==> src/rtl/median_filter_pkg.sv <==
// Shared constants, sample type and width helper for the 1-D median filter.
package median_filter_pkg;

   localparam int unsigned R_WIDTH_DEF = 8;
   localparam int unsigned N_DEF       = 5;

   typedef logic [R_WIDTH_DEF-1:0] sample_t;

   // Bits needed to hold values 0..v-1; never less than 1.
   function automatic int unsigned clog2(input int unsigned v);
      int unsigned r;
      int unsigned p;
      r = 0;
      p = 1;
      while (p < v) begin
         p = p << 1;
         r = r + 1;
      end
      return (r == 0) ? 1 : r;
   endfunction

endpackage

==> src/rtl/median_rank_select.sv <==
// Combinational all-pairs rank selection: returns the window entry whose
// tie-broken rank is (N-1)/2.
module median_rank_select
   import median_filter_pkg::*;
#(
   parameter int unsigned R_WIDTH = R_WIDTH_DEF,
   parameter int unsigned N       = N_DEF
) (
   input  logic [N*R_WIDTH-1:0] win_flat,
   output logic [R_WIDTH-1:0]   median_c
);

   localparam int unsigned RW  = clog2(N);
   localparam int unsigned MID = (N - 1) / 2;

   logic [R_WIDTH-1:0] w    [N];
   logic [RW-1:0]      rank [N];

   for (genvar g = 0; g < N; g++) begin : g_unpack
      assign w[g] = win_flat[g*R_WIDTH +: R_WIDTH];
   end

   // Lower index wins ties, so every entry gets a unique rank 0..N-1.
   always_comb begin
      for (int i = 0; i < N; i++) begin
         rank[i] = '0;
         for (int j = 0; j < N; j++) begin
            if (w[j] < w[i]) begin
               rank[i] = rank[i] + RW'(1);
            end else if ((j < i) && (w[j] == w[i])) begin
               rank[i] = rank[i] + RW'(1);
            end
         end
      end
   end

   // Exactly one rank matches, so OR-ing the masked entries is a mux.
   always_comb begin
      median_c = '0;
      for (int i = 0; i < N; i++) begin
         if (rank[i] == RW'(MID)) begin
            median_c = median_c | w[i];
         end
      end
   end

endmodule

==> src/rtl/median_filter_1d.sv <==
// Streaming sliding-window median filter: N-sample shift window, registered median.
// Optional MEDIAN_FILTER_VALID_EN adds a Y_valid flag driven by a saturating fill counter.
module median_filter_1d
   import median_filter_pkg::*;
#(
   parameter int unsigned R_WIDTH = R_WIDTH_DEF,
   parameter int unsigned N       = N_DEF
) (
   input  logic               clk,
   input  logic               srst,
   input  logic [R_WIDTH-1:0] X,
`ifdef MEDIAN_FILTER_VALID_EN
   output logic               Y_valid,
`endif
   output logic [R_WIDTH-1:0] Y
);

   if ((N < 3) || ((N % 2) == 0)) begin : g_bad_n
      $error("median_filter_1d: N must be odd and >= 3");
   end

   logic [R_WIDTH-1:0]   win [N];
   logic [N*R_WIDTH-1:0] win_flat;
   logic [R_WIDTH-1:0]   median_c;

   always_comb begin
      for (int i = 0; i < N; i++) begin
         win_flat[i*R_WIDTH +: R_WIDTH] = win[i];
      end
   end

   median_rank_select #(
      .R_WIDTH (R_WIDTH),
      .N       (N)
   ) u_rank_select (
      .win_flat (win_flat),
      .median_c (median_c)
   );

   // Window shift and output register; Y takes the median of the pre-shift window.
   always_ff @(posedge clk or posedge srst) begin
      if (srst) begin
         for (int i = 0; i < N; i++) begin
            win[i] <= '0;
         end
         Y <= '0;
      end else begin
         win[0] <= X;
         for (int i = 1; i < N; i++) begin
            win[i] <= win[i-1];
         end
         Y <= median_c;
      end
   end

`ifdef MEDIAN_FILTER_VALID_EN
   localparam int unsigned CW = clog2(N + 1);

   logic [CW-1:0] fill;

   // Valid rises on the edge whose Y reflects N post-reset samples.
   always_ff @(posedge clk or posedge srst) begin
      if (srst) begin
         fill    <= '0;
         Y_valid <= 1'b0;
      end else begin
         if (fill < CW'(N)) begin
            fill <= fill + CW'(1);
         end
         Y_valid <= (fill == CW'(N));
      end
   end
`endif

endmodule

==> config.mk <==
export PLATFORM = sky130hd
export DESIGN_NAME = median_filter_1d
export DESIGN_NICKNAME = d
export VERILOG_FILES = /design/src/rtl/median_filter_pkg.sv /design/src/rtl/median_rank_select.sv /design/src/rtl/median_filter_1d.sv
export SDC_FILE = /design/constraint.sdc
export NUM_CORES = 1
export LEC_CHECK = 0
export CAP_MARGIN = 15
export CORE_UTILIZATION = 30
export DETAILED_ROUTE_END_ITERATION = 7
export PLACE_DENSITY_LB_ADDON = 0.08
export SKIP_LAST_GASP = 1
export SYNTH_ARGS = -nofsm -noshare
export SYNTH_HDL_FRONTEND = slang
export SYNTH_SLANG_ARGS = --single-unit
==> constraint.sdc <==
create_clock -name clk -period 3.64 [get_ports clk]
set_clock_uncertainty 0.1 [all_clocks]
set_input_delay 0.728 -clock clk [delete_from_list [all_inputs] [get_ports clk]]
set_output_delay 0.728 -clock clk [all_outputs]
set_load 0.02 [all_outputs]
==> results of run 1 <==
==> power groups by stage <==
stage               logic, uW  registers (uW)  clock network (uW)
finish                   1250             647                 580
global route             1370             656                 617
CTS                      1140             648                 595
detailed placement       1050             654                   0
global placement         1030             660                   0
floorplan                 527             706                   0
==> metal layers <==
| layer | GRT usage, % | wire (um) | vias up |
|---|---|---|---|
| met5 | 0 | 0 | - |
| met1 | 26.56 | 6329 | 1851 |
| met2 | 33.71 | 6686 | 73 |
| met3 | 2.709 | 493 | 14 |
| met4 | 5.469 | 191 | 0 |
| li1 | - | - | 1918 |
==> logic make-up (layout without fill, tap and decap cells) <==
kind of cell,after synthesis,in the layout,share of synthesized area (%)
flip-flops,48,48,28.93
AND/OR/NAND/NOR,108,108,15.16
multiplexers,12,12,3.345
AO/OA/AOI/OAI,109,109,17.51
XOR/XNOR,6,6,1.266
buffers and inverters,55,199,5.154
adder cells (fa/ha/maj),95,95,28.63
==> per-stage QoR <==
stage	setup TNS (ns)	total power (uW)	worst slack [ns]
floorplan	0	1232	0.005562
global placement	-2.725	1690	-0.3491
detailed placement	-2.624	1702	-0.3366
CTS	-1.662	2387	-0.2142
global route	-2.468	2641	-0.3334
finish	-1.405	2482	-0.2273
==> how the worst max path moves through the flow <==
stage / startpoint / to / slack, ns / depth (start not counted)
2_1_floorplan: win[1] / Y[3] / 0.006 / 18
3_3_place_gp: win[37] / Y[6] / -0.35 / 17
3_5_place_dp: win[37] / Y[0] / -0.34 / 17
4_1_cts: win[17] / Y[7] / -0.21 / 19
5_1_grt: win[33] / Y[4] / -0.33 / 16
6_report: win[33] / Y[0] / -0.23 / 16
==> flip-flops by register name, summed over array words and instances, names as in the netlist <==
name / cells
win: 40
Y: 8
==> final cells by class <==
class | count | area (um^2)
clock inverters | 2 | 60.06
inverters | 54 | 202.7
well taps | 176 | 220.2
repair buffers | 138 | 1172
multi-input cells | 330 | 3221
flip-flops and latches | 48 | 1211
fillers | 1260 | 7136
clock buffers | 5 | 125.1
==> cell usage after synthesis (all sizes together) (2+ instances only) <==
cell type,instances,area share (%)
a211oi,3,0.54
a21o,3,0.54
a21oi,33,4.2
a222oi,8,1.9
a31oi,2,0.30
dfrtp,48,29
ha,95,29
inv,54,4.9
mux2,5,1.4
mux2i,6,1.4
nand2,17,1.5
nand2b,5,0.75
nand3,18,2.2
nand3b,2,0.36
nand4,25,4.1
nand4b,2,0.42
nor2,12,1.1
nor2b,11,1.8
nor3,3,0.36
nor3b,2,0.36
nor4,3,0.60
nor4b,2,0.42
o211ai,10,1.9
o21a,10,1.8
o21ai,23,2.9
o21bai,4,0.72
o22ai,4,0.60
or2,3,0.45
xnor2,5,1.1
==> what timing repair did <==
action / in CTS / in global routing
endpoints found under the hold margin: 0 / 0
resized for setup: 57 / 40
setup buffers: 11 / 6
endpoints found under the setup margin: 8 / 8
pin swaps: 37 / 43
==> impl_results.md, run 1 <==
* CTS Buf Count at 5
* Layout cells sized above 1 at ~39%
* Pint at ~1600 uW
* Initial antenna violation count at 0
* Distinct cell type count after synthesis at 53
* Main synth FF type: dfrtp_1
* Non-Filler Instances at about 750
* Flop pwr share at 26.1%
* Worst path max stage delay at 0.54 ns
* Reg2Reg Capture Point: Y[0]
* Total Wirelength at 13700 um
* Maxcap violations at 0
* CP cell instances: buf_6 -> ha_4 -> nor2b_4 -> o211ai_1 -> a21oi_2 -> o22ai_4 -> inv_2 -> ha_4 -> and2_4 -> o21bai_4 -> ha_4 -> and3b_2 -> mux4_2 -> buf_4 -> a222oi_1 -> nand4_1
* CTS tree: yes
* Hold EP: win[25]
* Worst Setup Start Kind: flip-flop
* Worst Max-Slew Pin Slew at 0.5657 ns
* Status: complete, but fails checks
* Hold Path Stages at 0
* Post-synthesis sequential area ratio at 28.93%
* Initial DRC Count at 179
* Final Slew Violations at 0
* Utilization after layout at 46.54%
* Achievable Freq at 258.6 MHz
* Largest net degree at the start of global routing at just under 50
* Placed Cells incl. Taps at 728
* Nets@finish at 682
* Row count at 42
* Clk_lat worst skew at 0.29 ns
* Per-cell routed wire length at 18.19 um
* # IOs at 18
* # setup viols final at 8
* Area post-placement at 0.005383 mm^2
* Failing checks: setup timing
* Most common cell after layout, fill and taps aside: buf_4
* Die area at 0.01431 mm^2
* H-tree Lvls at 2
* Via Count at 3856
* Antenna-violating nets left at 0
* Residual DRC count at 0
* Port bufs at 17
* CP Max Fanout at 4
* Chip height at 119.6 um
* ANT cells at 0
* Mapped Area at between 0.004 and 0.005 mm^2
* Pwr per Cell Area at 399.5 mW/mm^2
* Starting Density at a little under a third
* Final Wtd Congestion at between 0.8 and 0.9
* WP data arrival at 3.91 ns
* Mean Syn Cell Area at 9.588 um^2
* Cell area after layout at around 0.0062 mm^2
* VDD IR max at approximately 0.00022 V
* Clock power share at 23.4%
* Endpoint class of the critical path: flip-flop
* Syn nets at around 540
* First-pass iteration count of the detailed router at 5
* Final setup margin at -0.2273 ns
* Reg2reg setup slack at -0.23 ns
* Critical path's top delay family: compound AO/OA/AOI/OAI gates
* Clock root cell: clkbuf_16
* Max clock buf depth at 2
* GR Overflow Total at 0
* Hold_sp: win[33]
* Final hold vios at 0
* Clock-pin slew on the worst setup and hold paths at 0.06 ns
* Post-DR vias/cell at 5.121
* Total number of clock tree sinks at 48
* First-pass GRT wire length at 21580 um
* Worst Path Buf+Inv at 3
* Die X at 119.6 um
* Critical Path RT at 3.68 ns
* Crit path top cell by count: ha_4
* Final hold slack at 0.3577 ns
* Core area at 0.01335 mm^2
* Final worst-path cycle share at 106.2%
* Yosys reg bits at 48
* RSZ-0062 raised after global routing: true
* Area Growth Syn to Fin at 49.64%
* FF-to-FF Start: win[33]
* Ys async rst share at 100.0%
* Sw frac at 34.44%
* DP Wirelength at 10940 um
* Yosys warns at 0
* Post-layout minimum cycle time at 3.867 ns
* Post-synth EDFFs at 0
* Most frequent cells in the layout: 109 x buf_4, 74 x ha_1, 44 x inv_1
* Hold_buf cts at 0
* Static Leak at 0.002859 uW
* Worst slew margin at between 60% and 70%
* Sw Pwr at between 800 and 900 uW
* CP Class: reg2reg
* Mapped Cells at 433
* Hold Path Class: reg2reg
* Power share of the combinational group at 50.6%
* Vias in the first global route at 3987
* Reg2reg path depth at 16
* Total GRT Usage at 19.95%
* CP max-delay cell: mux4_2
No activity file was read; power rests on OpenSTA's default activity.
==> run 2, diff against run 1 <==
CELL_PAD_IN_SITES_DETAIL_PLACEMENT = 1   (was not set)
CELL_PAD_IN_SITES_GLOBAL_PLACEMENT = 2   (was not set)
CORE_UTILIZATION = 36   (was 30)
CTS_CLUSTER_DIAMETER = 60   (was not set)
==> run 2 against run 1 <==
- the run still ends with setup timing left
- utilization is 8.4 points higher
- routed wire length grew 14%
- design area is 2.4% lower
- fmax down 3.9%
- register-to-register slack got worse by 0.16 ns
- flip-flop and latch count did not move
- worst setup slack got worse by 0.16 ns
- via count increased by 5.4%
- hold slack improved by 0.042 ns
- largest power group unchanged
==> impl_results.md, run 2 (synthesis gave the netlist of run 1 again) <==
* Initial antenna violation count at 0 (unchanged)
* ANT cells at 0 (unchanged)
* Most frequent cells in the layout: 114 x buf_4, 77 x ha_1, 45 x inv_1 (was 109 x buf_4, 74 x ha_1, 44 x inv_1)
* Core area at 0.01103 mm^2 (was 0.01335 mm^2)
* Antenna-violating nets left at 0 (unchanged)
* Final worst-path cycle share at 110.6% (was 106.2%)
* Die X at 109.4 um (was 119.6 um)
* Maxcap violations at 0 (unchanged)
* Final Wtd Congestion at 0.9125 (was 0.8709)
* Via Count at 4064 (was 3856)
* First-pass iteration count of the detailed router at 5 (unchanged)
* Layout cells sized above 1 at 36.90% (was 39.17%)
* Pint at 1496 uW (was 1627 uW)
* Clock root cell: clkbuf_16 (unchanged)
* Largest net degree at the start of global routing at 49 (unchanged)
* Max clock buf depth at 2 (unchanged)
* Post-layout minimum cycle time at 4.026 ns (was 3.867 ns)
* Worst Max-Slew Pin Slew at 1.064 ns (was 0.5657 ns)
* H-tree Lvls at 2 (unchanged)
* Per-cell routed wire length at 21.60 um (was 18.19 um)
* VDD IR max at 0.0003333 V (was 0.0002243 V)
* Area Growth Syn to Fin at 46.05% (was 49.64%)
* CP Max Fanout at 7 (was 4)
* Cell area after layout at 0.006063 mm^2 (was 0.006212 mm^2)
* Critical Path RT at 3.69 ns (was 3.68 ns)
* DP Wirelength at 12270 um (was 10940 um)
* Vias in the first global route at 4421 (was 3987)
* Pwr per Cell Area at 393.9 mW/mm^2 (was 399.5 mW/mm^2)
* WP data arrival at 4.08 ns (was 3.91 ns)
* Critical path's top delay family: compound AO/OA/AOI/OAI gates (unchanged)
* Sw frac at 37.35% (was 34.44%)
* GR Overflow Total at 0 (unchanged)
* Worst slew margin at 28.45% (was 62.03%)
* Number of fill cells at 1249 (was 1260)
* Port bufs at 17 (unchanged)
* Total GRT Usage at 27.49% (was 19.95%)
* RSZ-0062 raised after global routing: true (unchanged)
* Clk_lat worst skew at 0.30 ns (was 0.29 ns)
* Reg with most FFs: win (unchanged)
* CTS Buf Count at 5 (unchanged)
* Flop pwr share at 27.2% (was 26.1%)
* Power share of the combinational group at 52.6% (was 50.6%)
* Post-DR vias/cell at 5.644 (was 5.121)
* Clock-pin slew on the worst setup and hold paths at 0.07 ns (was 0.06 ns)
* Starting Density at 37.64% (was 31.10%)
* Status: complete, but fails checks (unchanged)
* Residual DRC count at 0 (unchanged)
* Non-Filler Instances at 720 (was 753)
* Failing checks: setup timing (unchanged)
* Power Total at 2388 uW (was 2482 uW)
* Nets@finish at 684 (was 682)
* Endpoint class of the critical path: flip-flop (unchanged)
* Die area at 0.01197 mm^2 (was 0.01431 mm^2)
* Final setup margin at -0.3856 ns (was -0.2273 ns)
* Placed Cells incl. Taps at 693 (was 728)
* Largest register FFs at 40 (unchanged)
* First-pass GRT wire length at 23880 um (was 21580 um)
* Static Leak at 0.002833 uW (was 0.002859 uW)
* Worst Setup Start Kind: flip-flop (unchanged)
* Row count at 38 (was 42)
* Achievable Freq at 248.4 MHz (was 258.6 MHz)
* CP cell instances: inv_2 -> ha_4 -> nor2b_4 -> o21ai_2 -> nand2b_1 -> a21oi_2 -> o21a_1 -> buf_6 -> ha_4 -> xnor2_2 -> ha_1 -> and3b_2 -> mux4_2 -> buf_4 -> a222oi_1 -> nand4_1 (was buf_6 -> ha_4 -> nor2b_4 -> o211ai_1 -> a21oi_2 -> o22ai_4 -> inv_2 -> ha_4 -> and2_4 -> o21bai_4 -> ha_4 -> and3b_2 -> mux4_2 -> buf_4 -> a222oi_1 -> nand4_1)
* Sw Pwr at 892.0 uW (was 854.7 uW)
* # setup viols final at 8 (unchanged)
* # IOs at 18 (unchanged)
* Most common cell after layout, fill and taps aside: buf_4 (unchanged)
* Chip height at 109.4 um (was 119.6 um)
* Worst Path Buf+Inv at 3 (unchanged)
* Total number of clock tree sinks at 48 (unchanged)
* Final Slew Violations at 0 (unchanged)
* Area post-placement at 0.005345 mm^2 (was 0.005383 mm^2)
* Clock power share at 20.2% (was 23.4%)
* Crit path top cell by count: ha_4 (unchanged)
* CP Class: reg2reg (unchanged)
* Total Wirelength at 15550 um (was 13700 um)
* CP max-delay cell: mux4_2 (unchanged)
* Pre-CTS setup slack at -0.5020 ns (was -0.3366 ns)
* Hold Path Class: reg2reg (unchanged)
* CTS tree: yes (unchanged)
* Biggest regs: win: 40 flops, Y: 8 flops (unchanged)
* Worst path max stage delay at 0.59 ns (was 0.54 ns)
* Initial DRC Count at 178 (was 179)
* Final hold vios at 0 (unchanged)
run 2: changes by cell type in the layout (fill, tap and decap cells not counted), sizes merged:
cell	previous run	this run
bufinv	2	0
buf	120	122
clkbuf	6	8
clkinvlp	0	1
run 2: path summary, 6_finish.rpt:
check,from,to,slack [ns],cells after the start
worst max register to register,win[33],Y[2],-0.39,16
max in group asynchronous,srst,win[36],2.19,3
min in group asynchronous,srst,win[32],0.70,2
worst max-delay path,win[33],Y[2],-0.39,16
worst min-delay path,win[32],win[24],0.40,1
worst min register to register,win[32],win[24],0.40,1
run 2: final cells by class:
type	instances	area, um^2	share of cell area (%)
Inverter	54	202.7	3.343
Multi-Input combinational cell	330	3159	52.10
Clock inverter	1	7.507	0.1238
Sequential cell	48	1209	19.93
Tap cell	140	175.2	2.889
Timing Repair Buffer	140	1167	19.25
Clock buffer	7	142.6	2.352
run 2: repair_timing:
item / CTS / global route
hold buffers: 0 / 0
gates resized for setup: 49 / 32
pin swaps: 30 / 44
setup endpoints to repair: 8 / 8
setup buffers: 13 / 5
run 2: worst register-to-register path, stage by stage, from the launching register on:
cell      delay [ns]
dfrtp_2         0.48
inv_2           0.07
ha_4            0.24
nor2b_4         0.12
o21ai_2         0.12
nand2b_1        0.08
a21oi_2         0.18
o21a_1          0.17
buf_6           0.13
ha_4            0.21
xnor2_2         0.13
ha_1            0.30
and3b_2         0.21
mux4_2          0.59
buf_4           0.20
a222oi_1        0.38
nand4_1         0.17
run 2: power by group through the flow:
stage	clock (uW)	sequential [uW]	combinational, uW
global placement	0	655	1030
floorplan	0	706	527
detailed placement	0	655	1080
CTS	491	647	1190
finish	483	649	1260
global route	504	654	1360
run 2: metal layers:
| metal | track usage (%) | share of wire, % | vias to the layer above |
|---|---|---|---|
| met5 | 0 | 0 | - |
| met1 | 32.13 | 42 | 2032 |
| met3 | 4.624 | 3.6 | 30 |
| met4 | 8.952 | 2.7 | 0 |
| li1 | - | - | 1917 |
| met2 | 50.67 | 52 | 85 |
run 2: through the flow:
stage | hold slack (ns) | util (%) | setup TNS (ns)
2_1_floorplan | 0.2972 | - | 0
3_3_place_gp | 0.3615 | 48.46 | -3.269
3_5_place_dp | 0.3673 | 48.46 | -3.822
4_1_cts | 0.3979 | 53.03 | -2.111
5_1_grt | 0.4115 | 54.97 | -3.372
6_report | 0.3992 | 54.97 | -2.319
